[config.mk]
export PLATFORM = sky130hd
export DESIGN_NAME = counter_sequencer
export DESIGN_NICKNAME = d
export VERILOG_FILES = /design/src/rtl/counter_sequencer.sv
export SDC_FILE = /design/constraint.sdc
export NUM_CORES = 1
export LEC_CHECK = 0
export BUFFER_PORTS_ARGS = -buffer_cell sky130_fd_sc_hd__buf_2
export CORE_MARGIN = 3
export CORE_UTILIZATION = 55
export DETAILED_ROUTE_END_ITERATION = 8
export GPL_ROUTABILITY_DRIVEN = 0
export GPL_TIMING_DRIVEN = 0
export HOLD_SLACK_MARGIN = 0.12
export PLACE_DENSITY = 0.79
export SLEW_MARGIN = 20
export SYNTH_ARGS = -nofsm -noshare
export SYNTH_HDL_FRONTEND = slang
export SYNTH_SLANG_ARGS = --single-unit
[constraint.sdc]
create_clock -name clock -period 3.6 [get_ports clock]
set_input_delay 0.18 -clock clock [delete_from_list [all_inputs] [get_ports clock]]
set_output_delay 0.18 -clock clock [all_outputs]
set_load 0.01 [all_outputs]
[src/rtl/counter_sequencer.sv]
// Command-driven sequencer around a WIDTH-bit up-counter: START/PAUSE/RESUME/ABORT, one-cycle done pulse.
// Optional build macro COUNTER_SEQUENCER_AUTO_RELOAD_EN makes a finished run restart itself from zero.
module counter_sequencer #(
    parameter int WIDTH = 32
) (
    input  logic             clock,
    input  logic             rst,
    input  logic             cmd_valid,
    output logic             cmd_ready,
    input  logic [1:0]       cmd_op,
    input  logic [WIDTH-1:0] cmd_limit,
    output logic [WIDTH-1:0] count,
    output logic             busy,
    output logic             done,
    output logic [1:0]       state
);

    typedef enum logic [1:0] {
        S_IDLE   = 2'd0,
        S_RUN    = 2'd1,
        S_PAUSED = 2'd2,
        S_DONE   = 2'd3
    } state_t;

    localparam logic [1:0] OP_START  = 2'b00;
    localparam logic [1:0] OP_PAUSE  = 2'b01;
    localparam logic [1:0] OP_RESUME = 2'b10;
    localparam logic [1:0] OP_ABORT  = 2'b11;

    localparam logic [WIDTH-1:0] ONE  = {{(WIDTH-1){1'b0}}, 1'b1};
    localparam logic [WIDTH-1:0] ZERO = '0;

    state_t           state_reg;
    logic [WIDTH-1:0] count_reg;
    logic [WIDTH-1:0] limit_reg;
    logic [WIDTH-1:0] count_inc;
    logic             accept;
    logic             is_start;
    logic             is_abort;
    logic             is_pause;
    logic             is_resume;

    assign accept    = cmd_valid && (state_reg != S_DONE);
    assign is_start  = accept && (cmd_op == OP_START);
    assign is_abort  = accept && (cmd_op == OP_ABORT);
    assign is_pause  = accept && (cmd_op == OP_PAUSE);
    assign is_resume = accept && (cmd_op == OP_RESUME);
    assign count_inc = count_reg + ONE;

    always_ff @(posedge clock) begin
        if (rst) begin
            state_reg <= S_IDLE;
            count_reg <= ZERO;
            limit_reg <= ZERO;
        end else begin
            unique case (state_reg)
                S_IDLE: begin
                    // The limit is latched even when zero so DONE always holds count at limit_reg.
                    if (is_start) begin
                        count_reg <= ZERO;
                        limit_reg <= cmd_limit;
                        state_reg <= (cmd_limit == ZERO) ? S_DONE : S_RUN;
                    end
                end
                S_RUN, S_PAUSED: begin
                    if (is_start) begin
                        count_reg <= ZERO;
                        limit_reg <= cmd_limit;
                        state_reg <= (cmd_limit == ZERO) ? S_DONE : S_RUN;
                    end else if (is_abort) begin
                        count_reg <= ZERO;
                        state_reg <= S_IDLE;
                    end else if (is_pause && state_reg == S_RUN) begin
                        state_reg <= S_PAUSED;
                    end else if (is_resume && state_reg == S_PAUSED) begin
                        state_reg <= S_RUN;
                    end else if (state_reg == S_RUN) begin
                        // Commands with no meaning in RUN leave the increment untouched.
                        count_reg <= count_inc;
                        if (count_inc == limit_reg) begin
                            state_reg <= S_DONE;
                        end
                    end
                end
                S_DONE: begin
`ifdef COUNTER_SEQUENCER_AUTO_RELOAD_EN
                    if (limit_reg != ZERO) begin
                        count_reg <= ZERO;
                        state_reg <= S_RUN;
                    end else begin
                        state_reg <= S_IDLE;
                    end
`else
                    state_reg <= S_IDLE;
`endif
                end
                default: state_reg <= S_IDLE;
            endcase
        end
    end

    assign count     = count_reg;
    assign state     = state_reg;
    assign cmd_ready = (state_reg != S_DONE);
    assign done      = (state_reg == S_DONE);
`ifdef COUNTER_SEQUENCER_AUTO_RELOAD_EN
    // A zero-limit DONE is a one-shot even in reload mode, so it is not busy.
    assign busy = (state_reg == S_RUN) || (state_reg == S_PAUSED) ||
                  ((state_reg == S_DONE) && (limit_reg != ZERO));
`else
    assign busy = (state_reg == S_RUN) || (state_reg == S_PAUSED);
`endif

endmodule

**Word level (Yosys, flattened, before mapping)**

Index checks and enable logic that the tools add are counted.

- Bits in registers: 66
- Bits of input ports: 37
- Output and inout bits: 37
- Logic and storage cells: 51

- $add $sub $neg: 1
- Equality and inequality tests: 14
- Multiplexer cells: 16
- Reductions and logical operators: 17

Operators with widths:

| operator | count |
|---|---|
| 32-bit 2-to-1 mux | 6 |
| 32-bit case mux with 2 select lines | 1 |
| 32-bit by 1-bit adder with 32-bit output (second input constant) | 1 |
| 32-bit equality test | 1 |
| 32-bit zero test | 1 |
| 2-bit 2-to-1 mux | 8 |
| 4-bit != test (second input constant) | 3 |
| 6-bit != test (second input constant) | 2 |
| 2-bit equality test (second input constant) | 4 |
| 1-bit logical AND | 7 |
| 2-bit case mux with 3 select lines | 1 |
| 5-bit AND reduction | 1 |
| 2-bit by 1-bit equality test with 1-bit output (second input constant) | 2 |
| 2-bit zero test | 2 |
| 2-bit != test (second input constant) | 2 |
| 3-bit AND reduction | 1 |
| 3-bit OR reduction | 1 |
| 2-bit AND reduction | 1 |
| 2-bit nonzero test | 1 |
| 2-bit OR reduction | 1 |
| 1-bit logical OR | 1 |

**Logic depth before layout (Yosys ltp)**

Gate-level depths: netlist (run 1).

- Depth after elaboration: 9
- Depth in mapped cells: 11
- Depth with buffers taken out: 10

**Worst setup path before layout (run 1)**

OpenSTA, ideal clock, no wires.

- Path type: register -> register
- From: register count_reg[0] (netlist: count[0])
- To: register state_reg[0] (netlist: state[0])
- Setup time: 121 ps
- Data arrival time: 2554 ps
- Data required time: 3479 ps
- Slack: 926 ps
- Cell stages (with the launch flop): 12
- Path buffers: 2
- Clock period less this slack: 2674 ps
- Cell sequence: dfxtp_1 ha_1 and3_1 buf_2 and4_1 buf_4 and3_4 xnor2_1 or3_1 nor4_1 a31oi_1 mux2_2

- Cells in the longest elaborated chain, start to end: 4

RTL lines:

| what | RTL line | source |
|---|---|---|
| start: declaration | 34 | `logic [WIDTH-1:0] count_reg;` |
| start signal: assignment | 79 | `count_reg <= count_inc;` |
| 32-bit by 1-bit adder with 32-bit output | 48 | `assign count_inc = count_reg + ONE;` |
| 32-bit equality test | 80 | `if (count_inc == limit_reg) begin` |
| 6-bit != test (no line) | - |  |
| 3-bit AND reduction (no line) | - |  |
| end signal: assignment | 62 | `state_reg <= (cmd_limit == ZERO) ? S_DONE : S_RUN;` |
| end signal: assignment | 69 | `state_reg <= (cmd_limit == ZERO) ? S_DONE : S_RUN;` |
| end: declaration | 33 | `state_t state_reg;` |

Every way passes these cells.
A chain may end at the register's enable or synchronous reset.

**Worst setup path after layout (run 1)**

Ends and elaborated chain as after synthesis.

==> run_results.csv, run 1 <==
group,metric,value,unit
setup_path,path_buf_inv,0,
floorplan,initial_utilization,0.5697,
setup_path,cpLargestDelayFamily,"simple AND/OR/NAND/NOR gates",
power,p_clk_frac,0.356,
synth,synth_most_common_cell,"nand2_1",
layout,final_core_util,0.7057,
floorplan,core_region_area,0.007292,sq mm
floorplan,die-area,0.008631,sq mm
clocking,clk_latency,360,ps
timing,finalSetupTns,0,ps
clocking,postCtsSetupBuffers,0,
detailed_routing,via_count,4781,
floorplan,ios,74,
setup_path,slowest_stage,"dfxtp_1",
timing,period_minus_slack,3255,ps
setup_path,crit_chain,"ha_1 -> nand3_1 -> nor2_1 -> and4_1 -> or4_1 -> o311ai_0 -> o22a_1 -> a31oi_1 -> mux2_2",
clocking,cts_tree,"yes",
setup_path,reg2reg_depth,9,
setup_path,reg2reg_from,"count[0]$_SDFFE_PP0P_",
global_route,grt_usage,0.3098,
timing,max_freq,0.3072,GHz
floorplan,die_w,92.91,um
setup_path,crit_start,"count[0]$_SDFFE_PP0P_",
setup_path,critPathMaxFanout,8,
power,power.share.sequential,0.414,
setup_path,arrival,3500,ps
layout,stdcell_count,776,
setup_path,startpoint_type,"register",
clocking,clockBufferDepth,2,
power,p_sw_frac,0.3314,
run_status,status,"complete, no violations",
floorplan,die_h,92.91,um
power,power_frac_comb,0.231,
global_route,grt_pass1_vias,4298,
global_route,grt_pass1_wl,21190,um
power,power_density,363.3,mW/mm^2
clocking,cts_made_buffers,9,
timing,rsz0062_at_grt,"no",
layout,syn_to_final_growth,23.89,%
synth,synth_edf_count,0,
setup_path,crit_type,"reg -> reg",
hold_path,hp-class,"in -> reg",
detailed_routing,vias_per_cell,6.161,
synth,synthDistinctLibCells,56,
synth,syn-mean-instance-area,7.444,sq um
timing,worstMarginPinSlew,810.6,ps
timing,setup_viol,0,
layout,n_fill_cell,642,
synth,netlist_top_cells_area,"dfxtp_1 (32%), a21oi_1 (9.0%), nand2_1 (7.3%), xnor2_1 (6.5%), o21ai_0 (4.2%)",
synth,ys.flop_type,"dfxtp_1",
placement,dpl.cell_count,730,
synth,ys_warn_count,0,
job,maxCapViolations,0,
synth,yosysTopAreaCell,"dfxtp_1",
setup_path,r2r-end,"state[0]$_SDFFE_PP0P_",
placement,hpwl,9535,um
timing,slew_headroom,0.4576,
clocking,clock-root-buffer,"clkbuf_8",
power,switchingPower,0.6195,mW
power,finalPower,1.870,mW
synth,synthTopCellsByCount,"nand2_1 (81), a21oi_1 (75), dfxtp_1 (66)",
floorplan,rows,31,
power,vdd_drop_max,0.3264,mV
synth,synth-async-reset-ratio,0,
timing,fin_crit_sh,0.9043,
layout,antenna_cells,0,
setup_path,end_kind,"register",
clocking,h-tree-depth,3,
power,leakagePower,1.947,nW
setup_path,reg2reg_setup_slack,340,ps
synth,syn-cell-area,0.004154,sq mm
setup_path,cp.depth,9,
synth,synth_top_area_share,0.3181,
detailed_routing,route.detailed.drc,0,
timing,finClkSkew,11.46,ps
power,internal_power,1.250,mW
synth,synth_cells,558,
layout,finalNetCount,716,
detailed_routing,wire_per_inst,17.05,um
timing,hold_violations,0,
detailed_routing,drt-pass1-iter-count,5,
detailed_routing,postRouteAntennaNets,0,
detailed_routing,drt-total-wl,13230,um
placement,portBuffers,73,
setup_path,endpoint,"state[0]$_SDFFE_PP0P_",
detailed_routing,drt_iter0_markers,503,
global_route,grt_overflow,0,
layout,layout-drive-gt1-share,0.1758,
setup_path,slowest_delay,490,ps
setup_path,required,3840,ps
timing,final_max_slew_viol_count,0,
synth,ys_ff_latch,66,
global_route,grt_max_degree,13,
global_route,antenna_found_initial,0,
clocking,clkTransAtPathRegs,80,ps
synth,syn-num-nets,602,
clocking,clkSinkCount,66,
synth,synth_seq_area_share,0.3181,
-- layout by cell type (no fill, tap or decap), types with 4 or more instances in the layout --
cell and n:
clkbuf_8 10, nand2_1 81, and3_1 5, nand4_1 17
a21oi_1 75, dfxtp_1 66, nor4_1 16, inv_1 5
nor3_1 8, nor2b_1 11, and4_1 7, buf_2 82
nand3_1 18, xor2_1 12, nand3b_1 11, xnor2_1 31
nand4b_1 4, ha_1 7, nor2_1 41, o21ai_0 35
a31o_2 4, or4_1 4, clkbuf_1 25, or3_1 14
dlygate4sd3_1 30
-- area by class of cell --
| type | count | area [sq um] | area share |
|---|---|---|---|
| well taps | 99 | 123.9 | 0.02407 |
| multi-input cells | 448 | 2643 | 0.5135 |
| repair buffers | 103 | 665.6 | 0.1293 |
| inverters | 5 | 18.77 | 0.003647 |
| clock buffers | 10 | 137.6 | 0.02674 |
| flip-flops and latches | 66 | 1321 | 0.2567 |
| plain buffers | 39 | 171.4 | 0.03331 |
| clock inverters | 6 | 65.06 | 0.01264 |
-- how the worst min path moves through the flow --
stage / start / endpoint / slack [ps] / depth (start not counted)
finish: cmd_limit[2] / limit_reg[2]$_SDFFE_PP0P_ / 110 / 3
global route: cmd_limit[2] / limit_reg[2]$_SDFFE_PP0P_ / 120 / 3
CTS: cmd_limit[2] / limit_reg[2]$_SDFFE_PP0P_ / 130 / 3
detailed placement: cmd_limit[25] / limit_reg[25]$_SDFFE_PP0P_ / 440 / 3
global placement: cmd_limit[5] / limit_reg[5]$_SDFFE_PP0P_ / 440 / 3
floorplan: cmd_limit[0] / limit_reg[0]$_SDFFE_PP0P_ / 320 / 2
-- stage by stage --
stage	hold WS [ps]	instance area, sq um	setup slack [ps]
2_1_floorplan	316.0	4154	925.6
6_report	106.3	5146	344.5
4_1_cts	125.6	5146	431.7
5_1_grt	124.3	5146	214.4
3_3_place_gp	435.4	4643	466.0
3_5_place_dp	440.1	4643	451.8
-- cell families after synthesis --
group,count (synthesis),share of synthesized area
buffers and inverters,44,0.04578
xor gates and xnor gates,43,0.09066
and+or+nand+nor,256,0.3277
DFF,66,0.3181
AOI/OAI and AO/OA,139,0.1886
adders and majority gates,7,0.02108
muxes,3,0.008132
-- repair_timing --
| item | CTS | global route |
|---|---|---|
| resized for setup | 0 | 0 |
| hold endpoints to repair | 30 | 0 |
| hold buffers | 30 | 0 |
-- worst register-to-register path: cells and delay by family, from the launching register on --
| kind | cells | cell delay (ps) |
|---|---|---|
| simple gates | 4 | 1260 |
| fa+ha+maj | 1 | 310 |
| flops | 1 | 490 |
| mux | 1 | 380 |
| compound gates | 3 | 730 |
-- power groups by stage --
stage / Clock (mW) / Sequential, mW / Combinational (mW)
3_5_place_dp: 0 / 0.791 / 0.391
4_1_cts: 0.658 / 0.774 / 0.419
3_3_place_gp: 0 / 0.789 / 0.382
5_1_grt: 0.694 / 0.776 / 0.471
6_report: 0.665 / 0.774 / 0.431
2_1_floorplan: 0 / 0.786 / 0.252
-- per-layer routing --
| layer | vias to the layer above | GRT usage | part of all wire |
|---|---|---|---|
| met4 | 0 | 0.1136 | 0.033 |
| met2 | 313 | 0.4961 | 0.45 |
| met3 | 49 | 0.05037 | 0.10 |
| met5 | - | 0 | 0 |
| li1 | 2236 | - | - |
| met1 | 2183 | 0.4190 | 0.41 |
Power figures use the tool's default switching activity.
==> run 2: changes to the inputs <==
--- a/config.mk
+++ b/config.mk
@@ -5,14 +5,15 @@
 export SDC_FILE = /design/constraint.sdc
 export NUM_CORES = 1
 export LEC_CHECK = 0
-export BUFFER_PORTS_ARGS = -buffer_cell sky130_fd_sc_hd__buf_2
+export CAP_MARGIN = 20
 export CORE_MARGIN = 3
 export CORE_UTILIZATION = 55
 export DETAILED_ROUTE_END_ITERATION = 8
+export DONT_BUFFER_PORTS = 1
 export GPL_ROUTABILITY_DRIVEN = 0
 export GPL_TIMING_DRIVEN = 0
 export HOLD_SLACK_MARGIN = 0.12
-export PLACE_DENSITY = 0.79
+export PLACE_DENSITY = 0.7
 export SLEW_MARGIN = 20
 export SYNTH_ARGS = -nofsm -noshare
 export SYNTH_HDL_FRONTEND = slang
==> run 2 against run 1 <==
Compared with the run above: worst hold slack better by 150 ps; die area did not move; sequential cell count unchanged; combinational power shrank 9.3%.
==> run_results.csv, run 2 (synthesis results as in run 1) <==
group,metric,value,unit
power,leakagePower,1.618,nW
timing,rsz0062_at_grt,"no",
hold_path,hp-class,"in -> reg",
floorplan,initial_utilization,0.5697,
timing,setup_viol,0,
detailed_routing,route.detailed.drc,0,
placement,portBuffers,0,
timing,worstMarginPinSlew,814.2,ps
timing,setup_ws,208.4,ps
detailed_routing,wire_per_inst,18.50,um
power,vdd_drop_max,0.3756,mV
global_route,grt_pass1_wl,20790,um
timing,final_max_slew_viol_count,0,
floorplan,die_w,92.91,um
floorplan,ios,74,
detailed_routing,vias_per_cell,6.266,
power,finalPower,1.824,mW
detailed_routing,drt-total-wl,13100,um
detailed_routing,drt-pass1-iter-count,5,
clocking,cts_made_buffers,9,
layout,antenna_cells,0,
setup_path,critPathMaxFanout,8,
detailed_routing,drt_iter0_markers,373,
clocking,clock-root-buffer,"clkbuf_8",
global_route,grt_overflow,0,
setup_path,cpMostUsedCell,"nor4_1",
detailed_routing,postRouteAntennaNets,0,
run_status,status,"complete, no violations",
placement,place_area,0.004278,sq mm
clocking,cts_tree,"yes",
timing,hold_violations,0,
clocking,clkTransAtPathRegs,80,ps
setup_path,end_kind,"register",
layout,n_fill_cell,655,
clocking,h-tree-depth,3,
placement,pre_cts_slack,411.8,ps
layout,final_core_util,0.6623,
floorplan,die-area,0.008631,sq mm
power,power_density,377.6,mW/mm^2
setup_path,slowest_delay,580,ps
setup_path,slowest_stage,"nor3_1",
detailed_routing,via_count,4436,
clocking,clk_latency,350,ps
layout,finalNetCount,648,
placement,hpwl,9330,um
layout,layout-drive-gt1-share,0.07389,
setup_path,crit_chain,"ha_1 -> nand3_1 -> nor3_1 -> xnor2_1 -> nor4_1 -> nand4_1 -> nor4_1 -> a31oi_1 -> mux2_2",
setup_path,required,3840,ps
floorplan,core_region_area,0.007292,sq mm
setup_path,crit_type,"reg -> reg",
layout,final_common_cell,"nand2_1",
clocking,cts_resized,0,
timing,finClkSkew,11.39,ps
floorplan,rows,31,
timing,fin_crit_sh,0.9421,
timing,slew_headroom,0.4552,
layout,postLayoutCellArea,0.004830,sq mm
global_route,grt_max_degree,14,
setup_path,arrival,3630,ps
placement,dpl.cell_count,657,
layout,syn_to_final_growth,16.27,%
timing,period_minus_slack,3392,ps
clocking,clockBufferDepth,2,
layout,stdcell_count,708,
timing,max_freq,0.2948,GHz
timing,finalSetupTns,0,ps
global_route,grt_pass1_vias,4173,
clocking,clkSinkCount,66,
timing,timing.hold.ws,261.1,ps
setup_path,startpoint_type,"register",
job,maxCapViolations,0,
layout,final_cell_mix,"nand2_1 (81), a21oi_1 (75), dfxtp_1 (66)",
global_route,grt_usage,0.3036,
floorplan,die_h,92.91,um
global_route,antenna_found_initial,0,
run 2: metal layers:
layer / up-vias / global-route usage / wire, um
li1: 2102 / - / -
met1: 2013 / 0.4179 / 5567
met2: 287 / 0.4589 / 5728
met3: 34 / 0.05605 / 1413
met4: 0 / 0.1380 / 389
met5: - / 0 / 0
run 2: report_power, final:
part           total, mW  switching, mW  leakage (nW)  internal [mW]
Combinational      0.391          0.248         0.982          0.143
Sequential         0.779         0.0296         0.534          0.749
Clock              0.654          0.324         0.102          0.330
run 2: worst max-delay path: cells and delay by family, from the launching register on:
family | cells | cell delay, ps
flip-flops | 1 | 540
XOR/XNOR | 1 | 160
AO/OA/AOI/OAI | 1 | 240
adder cells (fa/ha/maj) | 1 | 320
multiplexers | 1 | 330
AND/OR/NAND/NOR | 5 | 1680
run 2: worst paths after layout:
check                          endpoint  slack (ps)  cells past startpoint                  startpoint
max               state[1]$_SDFFE_PP0P_         210                      9       count[0]$_SDFFE_PP0P_
min               state[0]$_SDFFE_PP0P_         260                      4                   cmd_valid
max reg2reg       state[1]$_SDFFE_PP0P_         210                      9       count[0]$_SDFFE_PP0P_
min reg2reg  limit_reg[31]$_SDFFE_PP0P_         470                      2  limit_reg[31]$_SDFFE_PP0P_
run 2: what timing repair did:
| item | 4_1_cts | 5_1_grt |
|---|---|---|
| setup buffers | 0 | 0 |
| setup endpoints to repair | 0 | 0 |
| hold endpoints to repair | 34 | 0 |
| hold buffers | 35 | 0 |
run 2: final cells by class:
cell class	count	area (sq um)	area share
well taps	99	123.9	0.02565
flip-flops and latches	66	1321	0.2736
plain buffers	39	171.4	0.03549
clock buffers	10	127.6	0.02642
repair buffers	35	350.3	0.07254
multi-input cells	448	2643	0.5471
inverters	5	18.77	0.003886
clock inverters	6	73.82	0.01528
